--- src/rtl/dummy_accelerator_multislot.sv ---
// Multi-slot dummy accelerator: in-order circular queue of in-flight ALU ops,
// each op retiring after a per-op latency given by its immediate.
module dummy_accelerator_multislot #(
    parameter int unsigned WIDTH     = 32,
    parameter int unsigned IMM_WIDTH = 11,
    parameter int unsigned NSLOTS    = 4,
    parameter type         tag_type_t = logic
) (
    input  logic                 clk_i,
    input  logic                 rst_ni,
    input  logic                 flush_i,
    input  logic                 valid_i,
    output logic                 ready_o,
    output logic                 valid_o,
    input  logic                 ready_i,
    input  logic [WIDTH-1:0]     rs1_value_i,
    input  logic [IMM_WIDTH-1:0] imm_i,
    input  logic [1:0]           op_i,
    input  tag_type_t            tag_i,
    output logic [WIDTH-1:0]     result_o,
    output tag_type_t            tag_o,
    output logic                 busy_o
);

    localparam int unsigned PTR_W = (NSLOTS > 1) ? $clog2(NSLOTS) : 1;
    localparam int unsigned CNT_W = PTR_W + 1;
    localparam int unsigned SH_W  = (WIDTH > 1) ? $clog2(WIDTH) : 1;

    localparam logic [1:0] OP_XOR = 2'b00;
    localparam logic [1:0] OP_ADD = 2'b01;
    localparam logic [1:0] OP_ROL = 2'b10;
    localparam logic [1:0] OP_MOV = 2'b11;

    logic                 slot_valid_q  [NSLOTS];
    logic                 slot_valid_d  [NSLOTS];
    logic [WIDTH-1:0]     slot_result_q [NSLOTS];
    logic [WIDTH-1:0]     slot_result_d [NSLOTS];
    tag_type_t            slot_tag_q    [NSLOTS];
    tag_type_t            slot_tag_d    [NSLOTS];
    logic [IMM_WIDTH-1:0] slot_rem_q    [NSLOTS];
    logic [IMM_WIDTH-1:0] slot_rem_d    [NSLOTS];

    logic [PTR_W-1:0] wr_ptr_q, wr_ptr_d;
    logic [PTR_W-1:0] rd_ptr_q, rd_ptr_d;
    logic [CNT_W-1:0] count_q, count_d;

    logic               accept;
    logic               retire;
    logic [SH_W-1:0]    rot_amt;
    logic [2*WIDTH-1:0] rot_full;
    logic [WIDTH-1:0]   op_result;

    // Operation datapath, evaluated at acceptance time
    always_comb begin
        rot_amt   = SH_W'(64'(imm_i) % 64'(WIDTH));
        rot_full  = {rs1_value_i, rs1_value_i} << rot_amt;
        op_result = rs1_value_i;
        unique case (op_i)
            OP_XOR: op_result = rs1_value_i ^ WIDTH'(imm_i);
            OP_ADD: op_result = rs1_value_i + WIDTH'(imm_i);
            OP_ROL: op_result = rot_full[2*WIDTH-1 -: WIDTH];
            OP_MOV: op_result = rs1_value_i;
        endcase
    end

    assign ready_o  = (count_q < CNT_W'(NSLOTS));
    assign valid_o  = slot_valid_q[rd_ptr_q] && (slot_rem_q[rd_ptr_q] == '0);
    assign result_o = slot_result_q[rd_ptr_q];
    assign tag_o    = slot_tag_q[rd_ptr_q];
    assign busy_o   = (count_q != '0);

    assign accept = valid_i && ready_o && !flush_i;
    assign retire = valid_o && ready_i && !flush_i;

    // Queue next-state: countdown, retire at head, accept at tail, flush wins
    always_comb begin
        slot_valid_d  = slot_valid_q;
        slot_result_d = slot_result_q;
        slot_tag_d    = slot_tag_q;
        slot_rem_d    = slot_rem_q;
        wr_ptr_d      = wr_ptr_q;
        rd_ptr_d      = rd_ptr_q;
        count_d       = count_q;

        for (int i = 0; i < NSLOTS; i++) begin
            if (slot_valid_q[i] && (slot_rem_q[i] != '0)) begin
                slot_rem_d[i] = slot_rem_q[i] - IMM_WIDTH'(1);
            end
        end

        if (flush_i) begin
            for (int i = 0; i < NSLOTS; i++) begin
                slot_valid_d[i] = 1'b0;
                slot_rem_d[i]   = '0;
            end
            wr_ptr_d = '0;
            rd_ptr_d = '0;
            count_d  = '0;
        end else begin
            if (retire) begin
                slot_valid_d[rd_ptr_q] = 1'b0;
                rd_ptr_d               = rd_ptr_q + PTR_W'(1);
            end
            // The tail slot is free whenever ready_o is high, so no clash with the head
            if (accept) begin
                slot_valid_d[wr_ptr_q]  = 1'b1;
                slot_result_d[wr_ptr_q] = op_result;
                slot_tag_d[wr_ptr_q]    = tag_i;
                slot_rem_d[wr_ptr_q]    = imm_i;
                wr_ptr_d                = wr_ptr_q + PTR_W'(1);
            end
            unique case ({accept, retire})
                2'b10:   count_d = count_q + CNT_W'(1);
                2'b01:   count_d = count_q - CNT_W'(1);
                default: count_d = count_q;
            endcase
        end
    end

    // State registers
    always_ff @(posedge clk_i or negedge rst_ni) begin
        if (!rst_ni) begin
            for (int i = 0; i < NSLOTS; i++) begin
                slot_valid_q[i]  <= 1'b0;
                slot_result_q[i] <= '0;
                slot_tag_q[i]    <= '0;
                slot_rem_q[i]    <= '0;
            end
            wr_ptr_q <= '0;
            rd_ptr_q <= '0;
            count_q  <= '0;
        end else begin
            slot_valid_q  <= slot_valid_d;
            slot_result_q <= slot_result_d;
            slot_tag_q    <= slot_tag_d;
            slot_rem_q    <= slot_rem_d;
            wr_ptr_q      <= wr_ptr_d;
            rd_ptr_q      <= rd_ptr_d;
            count_q       <= count_d;
        end
    end

endmodule

--- config.mk ---
export PLATFORM = sky130hd
export DESIGN_NAME = dummy_accelerator_multislot
export DESIGN_NICKNAME = d
export VERILOG_FILES = /design/src/rtl/dummy_accelerator_multislot.sv
export SDC_FILE = /design/constraint.sdc
export NUM_CORES = 1
export LEC_CHECK = 0
export CELL_PAD_IN_SITES_DETAIL_PLACEMENT = 1
export CELL_PAD_IN_SITES_GLOBAL_PLACEMENT = 1
export CORE_ASPECT_RATIO = 0.75
export CORE_MARGIN = 5
export CORE_UTILIZATION = 48
export CTS_BUF_LIST = sky130_fd_sc_hd__clkbuf_8
export CTS_CLUSTER_SIZE = 20
export DETAILED_ROUTE_END_ITERATION = 8
export GPL_ROUTABILITY_DRIVEN = 0
export PLACE_DENSITY_LB_ADDON = 0.1
export SYNTH_ARGS = -nofsm -noshare
export SYNTH_HDL_FRONTEND = slang
export SYNTH_SLANG_ARGS = --single-unit
export TNS_END_PERCENT = 100
--- constraint.sdc ---
create_clock -name clk_i -period 4.05 [get_ports clk_i]
set_input_delay 1.0125 -clock clk_i [delete_from_list [all_inputs] [get_ports clk_i]]
set_output_delay 1.0125 -clock clk_i [all_outputs]
set_load 0.05 [all_outputs]
==> run_results.csv, run 1 <==
group,metric,value,unit
layout,num_antenna_cells,0,
yosys,yosys_warnings,0,
yosys,synth_xor_area_share,3.36,%
placed_design,dp_hpwl,30100,um
floorplan,dieArea,0.0288,mm2
layout,final_cell_area,0.0143,mm2
worst_hold_path,hp-class,"reg2reg",
sta,max_freq,266,MHz
global_routing,grt_pass1_vias,11300,
clock_tree,cts.clk_slew.worst_paths,0.12,ns
critical_path,r2r-start,"slot_rem_q[2]",
layout,drive_gt1_share,19.1,%
clock_tree,h-tree-depth,4,
yosys,ys.flop_type,"dfrtp_1",
critical_path,r2r_end,"count_q[1]",
critical_path,cp_data_required_time,3.04,ns
clock_tree,post-cts-setup-buffers,0,
layout,nFillCells,2795,
yosys,netlist_area,0.0122,mm2
floorplan,num_io_pins,87,
clock_tree,clkSinkCount,187,
yosys,synth_fa_ha_area_share,2.99,%
clock_tree,postCtsHoldBufs,0,
layout,area.growth.synth_to_final,16.7,%
global_routing,grt_pass1_wl,66200,um
placed_design,placed_cell_area,0.0139,mm2
outcome,status,"completed",
layout,nNetsFinal,1430,
sta,tightestPinTransition,0.807,ns
yosys,synth.avg_cell_area,9.78,um2
critical_path,path_class,"reg2out",
detailed_routing,drt-total-wl,41500,um
detailed_routing,firstDrtPassIters,5,
power,ir_drop,0.307,mV
critical_path,slowest_stage,"clkdlybuf4s50_1",
critical_path,rrSetupSlack,0.90,ns
detailed_routing,vias,10900,
floorplan,dieHeight,148,um
power,leakage,5.94,nW
yosys,synth_compound_area_share,16.2,%
yosys,synth_edf_count,0,
yosys,synth.distinct_cells,63,
global_routing,track_usage,29.1,%
yosys,ys_ff_latch,187,
critical_path,cp-start-kind,"flip-flop",
sta,hold_ws,0.488,ns
sta,min_period,3.76,ns
clock_tree,cts_resized,0,
sta,rsz0062_at_grt,"no",
floorplan,rows,50,
clock_tree,root_buffer,"clkbuf_8",
placed_design,io_buffers,86,
sta,skew,0.0226,ns
power,powerDensity,469,mW/mm2
detailed_routing,post_drt_wl_per_cell,24.4,um
yosys,synth_top_family_by_area,"multiplexers",
critical_path,cp-end-kind,"primary output",
sta,hold_viol,0,
global_routing,grt_max_degree,85,
yosys,synth.area.mux_share,20.0,%
detailed_routing,drt_iter0_drc,915,
critical_path,cp.arrival,2.74,ns
floorplan,die_w,194,um
global_routing,grt_overflow,0,
run,drv_cap,0,
critical_path,cp_max_fo,31,
sta,maxSlewHeadroom,45.5,%
clock_tree,cts_tree,"done",
layout,layout_commonest_cell,"dfrtp_1",
detailed_routing,post-route-drc-count,0,
yosys,synth_nets,1330,
detailed_routing,ant_nets,0,
yosys,ys_seq_area_share,38.2,%
critical_path,critPathMaxStageDelay,0.73,ns
floorplan,core_area,0.0250,mm2
clock_tree,clock_path_buffers,2,
sta,final_max_slew_viol_count,0,
sta,period_share,92.8,%
yosys,yosys.area_share.simple,15.0,%
critical_path,worstSetupStartpoint,"rd_ptr_q[0]",
critical_path,crit_chain,"buf_12 -> mux4_2 -> clkdlybuf4s50_1",
yosys,ys_async_sr_fraction,100,%
yosys,syn-instance-count,1251,
detailed_routing,viasPerCell,6.38,
clock_tree,cts_buffers,17,
clock_tree,clkLatencyLatePin,0.50,ns
floorplan,start_util,48.9,%
layout,final_util,57.1,%
worst_hold_path,min_from,"slot_result_q[36]",
critical_path,r2r_cells,8,
global_routing,grt_antenna_before_repair,0,
layout,final_cell_mix,"dfrtp_1 (186), nand2_1 (159), nor2_1 (118)",
critical_path,crit_path_end,"result_o[30]",
sta,setup_violations,0,
## final cells by class
cell class              count  area [um2]  share of cell area (%)
multi-input cells         934        7060                    49.5
flip-flops and latches    187        4680                    32.8
repair buffers            179        1580                    11.1
well taps                 338         423                    2.96
clock buffers              17         234                    1.64
clock inverters            15         178                    1.24
inverters                  32         120                   0.841
## synth_stat cells, drive strengths merged, types with 6 or more instances
| cell type | instances | share of area (%) |
|---|---|---|
| nor2b | 7 | 0.36 |
| mux2 | 33 | 3.0 |
| clkbuf | 82 | 2.5 |
| buf | 16 | 0.65 |
| xnor2 | 29 | 2.1 |
| or3 | 16 | 0.82 |
| dfrtp | 187 | 38 |
| ha | 26 | 2.7 |
| mux4 | 80 | 15 |
| xor2 | 18 | 1.3 |
| a211oi | 44 | 2.7 |
| nor4 | 16 | 0.82 |
| nand3 | 16 | 0.65 |
| o22ai | 9 | 0.46 |
| mux2i | 27 | 2.2 |
| o21a | 6 | 0.37 |
| nor2 | 118 | 3.6 |
| nand4 | 10 | 0.51 |
| nand2 | 163 | 5.0 |
| nor3 | 21 | 0.86 |
| nor3b | 7 | 0.43 |
| o211ai | 16 | 0.98 |
| o21ai | 120 | 4.9 |
| a21oi | 51 | 2.1 |
| and3 | 10 | 0.51 |
| a31oi | 8 | 0.53 |
| a311oi | 7 | 0.50 |
| inv | 32 | 0.98 |
## routing by layer
layer,vias to the layer above,track usage (%),part of all wire (%)
met5,-,0,0
met4,0,6.61,1.6
met3,54,5.73,7.7
met2,432,43.8,44
met1,5547,43.8,47
li1,4818,-,-
## registers in the layout (all words and copies together), names as in the netlist
signal	count
slot_valid_q	4
slot_tag_q	4
slot_result_q	128
slot_rem_q	44
wr_ptr_q	2
rd_ptr_q	2
count_q	3
## cells by family (layout without fill, tap and decap cells)
kind of cell,count (synthesis),after routing
adders and majority gates,28,28
AOI/OAI and AO/OA,311,311
muxes,140,140
DFF,187,187
xor gates and xnor gates,47,47
and+or+nand+nor,408,408
buffers and inverters,130,243
## through the flow
stage          power, mW  worst slack [ns]  cells  setup TNS, ns
6_report            6.70             0.293   1702              0
5_1_grt             7.08             0.162   1702              0
4_1_cts             6.72             0.234   1702              0
3_5_place_dp        5.37           -0.0852   1670          -1.22
3_3_place_gp        5.22           -0.0353   1670         -0.121
2_1_floorplan       4.41             0.642   1251              0
## worst min path at each step
| stage | to | slack [ns] | cells past startpoint |
|---|---|---|---|
| after floorplan | slot_tag_q[1] | 0.44 | 2 |
| after global routing | slot_result_q[63] | 0.51 | 2 |
| after detailed placement | slot_result_q[30] | 0.47 | 2 |
| after global placement | slot_tag_q[0] | 0.46 | 2 |
| after CTS | slot_result_q[36] | 0.49 | 2 |
| final | slot_result_q[36] | 0.49 | 2 |
## power breakdown
group          switching (mW)  internal (mW)  leakage, nW  total, mW
clock                   0.818          0.522        0.205       1.34
combinational            1.55           1.06         3.32       2.61
sequential              0.340           2.42         2.42       2.76
total                    2.70           4.00         5.94       6.70
## critical path: cells and delay by family, from the launching register on
family	cells	cell delay, ns
flip-flops	1	0.60
buffers and inverters	2	1.05
multiplexers	1	0.56
Power figures use the tool's default switching activity.
==> run 2: changes to the inputs <==
- CTS_CLUSTER_DIAMETER: default -> 80
- SETUP_SLACK_MARGIN: default -> 0.2
==> run_results.csv, run 2 (synthesis results as in run 1) <==
group,metric,value,unit
outcome,status,"completed",
worst_hold_path,min_from,"slot_result_q[36]",
clock_tree,root_buffer,"clkbuf_8",
floorplan,num_io_pins,87,
critical_path,r2r-start,"slot_rem_q[2]",
critical_path,path_class,"reg2out",
critical_path,crit_chain,"buf_12 -> mux4_2 -> clkdlybuf4s50_1",
detailed_routing,drt_iter0_drc,968,
detailed_routing,vias,10900,
power,leakage,6.07,nW
critical_path,cp_num_buf_inv,2,
sta,skew,0.0223,ns
critical_path,critPathMaxStageDelay,0.72,ns
critical_path,r2r_end,"count_q[1]",
global_routing,grt_max_degree,85,
critical_path,cp-start-kind,"flip-flop",
floorplan,rows,50,
layout,final_util,57.2,%
clock_tree,cts_tree,"done",
sta,maxSlewHeadroom,47.2,%
clock_tree,clkLatencyLatePin,0.50,ns
global_routing,track_usage,29.1,%
clock_tree,clock_path_buffers,2,
clock_tree,postCtsHoldBufs,0,
global_routing,grt_pass1_vias,11300,
clock_tree,h-tree-depth,4,
placed_design,placed_cells,1670,
floorplan,dieArea,0.0288,mm2
layout,largest_registers,"slot_result_q (128), slot_rem_q (44)",
sta,min_period,3.74,ns
layout,ff_latch_area,0.00468,mm2
floorplan,die_w,194,um
sta,max_freq,267,MHz
layout,nNetsFinal,1430,
global_routing,grt_pass1_wl,66200,um
layout,drive_gt1_share,19.1,%
critical_path,path_delay_family,"buffers and inverters",
critical_path,slowest_stage,"clkdlybuf4s50_1",
worst_hold_path,min_to,"slot_result_q[36]",
placed_design,io_buffers,86,
layout,largest-register,"slot_result_q",
global_routing,grt_antenna_before_repair,0,
power,ir_drop,0.307,mV
clock_tree,clkSinkCount,187,
sta,setup_violations,0,
critical_path,cp.arrival,2.73,ns
detailed_routing,post_drt_wl_per_cell,24.5,um
layout,nFillCells,2785,
sta,rsz0062_at_grt,"no",
worst_hold_path,hp-class,"reg2reg",
placed_design,dp_hpwl,30100,um
placed_design,place_ws,-0.0852,ns
placed_design,placed_cell_area,0.0139,mm2
clock_tree,cts_buffers,17,
detailed_routing,post-route-drc-count,0,
power,powerDensity,468,mW/mm2
layout,final_cell_area,0.0143,mm2
sta,final_max_slew_viol_count,0,
global_routing,grt_overflow,0,
floorplan,start_util,48.9,%
detailed_routing,firstDrtPassIters,5,
layout,fin_cells,1703,
sta,tightestPinTransition,0.781,ns
detailed_routing,drt-total-wl,41600,um
power,finalPower,6.70,mW
critical_path,cp-end-kind,"primary output",
sta,period_share,92.3,%
critical_path,cp_data_required_time,3.04,ns
detailed_routing,ant_nets,0,
clock_tree,cts.clk_slew.worst_paths,0.12,ns
floorplan,core_area,0.0250,mm2
floorplan,dieHeight,148,um
sta,finalWorstSetupSlack,0.311,ns
critical_path,r2r_cells,8,
layout,final_cell_mix,"dfrtp_1 (186), nand2_1 (159), nor2_1 (118)",
layout,layout_commonest_cell,"dfrtp_1",
layout,largest_reg_flops,128,
sta,hold_viol,0,
layout,multiInputGateArea,0.00706,mm2
detailed_routing,viasPerCell,6.38,
run,drv_cap,0,
worst_hold_path,min_path_cells,2,
critical_path,cp_max_fo,31,
critical_path,rrSetupSlack,0.91,ns
layout,area.growth.synth_to_final,17.0,%
==> run 2: changes by cell type in the layout (fill, tap and decap cells not counted), sizes merged <==
cell           delta
diode             +1
dlymetal6s2s     +13
clkdlybuf4s50    -13
==> run 2: worst reg2reg max path, delay by kind of cell, from the launching register on <==
family | cells | cell delay [ns]
compound gates | 2 | 0.71
mux | 1 | 0.15
fa+ha+maj | 1 | 0.46
simple gates | 4 | 1.24
flops | 1 | 0.46
==> run 2: stage by stage <==
step	TNS (ns)	hold WS, ns
after global placement	-0.121	0.456
final	0	0.488
after floorplan	0	0.440
after detailed placement	-1.22	0.468
after global routing	0	0.514
after CTS	0	0.493
==> run 2: final cells by class <==
class                           count  share of cell area, %
Multi-Input combinational cell    934                   49.3
Clock inverter                     15                   1.24
Sequential cell                   187                   32.7
Tap cell                          338                   2.95
Clock buffer                       17                   1.63
Antenna cell                        1                 0.0175
Timing Repair Buffer              179                   11.3
Inverter                           32                  0.839
==> run 2: worst max path at each step <==
| stage | to | depth (start not counted) | start |
|---|---|---|---|
| CTS | result_o[6] | 3 | rd_ptr_q[0] |
| global placement | slot_result_q[84] | 12 | rs1_value_i[1] |
| finish | result_o[24] | 3 | rd_ptr_q[0] |
| floorplan | slot_result_q[122] | 11 | imm_i[1] |
| global route | result_o[28] | 3 | rd_ptr_q[0] |
| detailed placement | slot_result_q[91] | 9 | rs1_value_i[8] |
==> run 2: layer usage <==
metal / routed length, um / up-vias / global-route usage (%)
met5: 0 / - / 0
met4: 608 / 0 / 6.61
met3: 3050 / 45 / 5.73
met2: 18500 / 415 / 43.8
met1: 19500 / 5581 / 43.8
li1: - / 4825 / -
==> run 2: timing repair <==
item / 4_1_cts / 5_1_grt
setup endpoints to repair: 0 / 13
resized for setup: 0 / 13
setup buffers: 0 / 0
==> run 2: where the power goes <==
| part | switching (mW) | leakage (nW) | internal [mW] |
|---|---|---|---|
| clock | 0.820 | 0.205 | 0.522 |
| combinational | 1.54 | 3.45 | 1.06 |
| sequential | 0.340 | 2.42 | 2.42 |
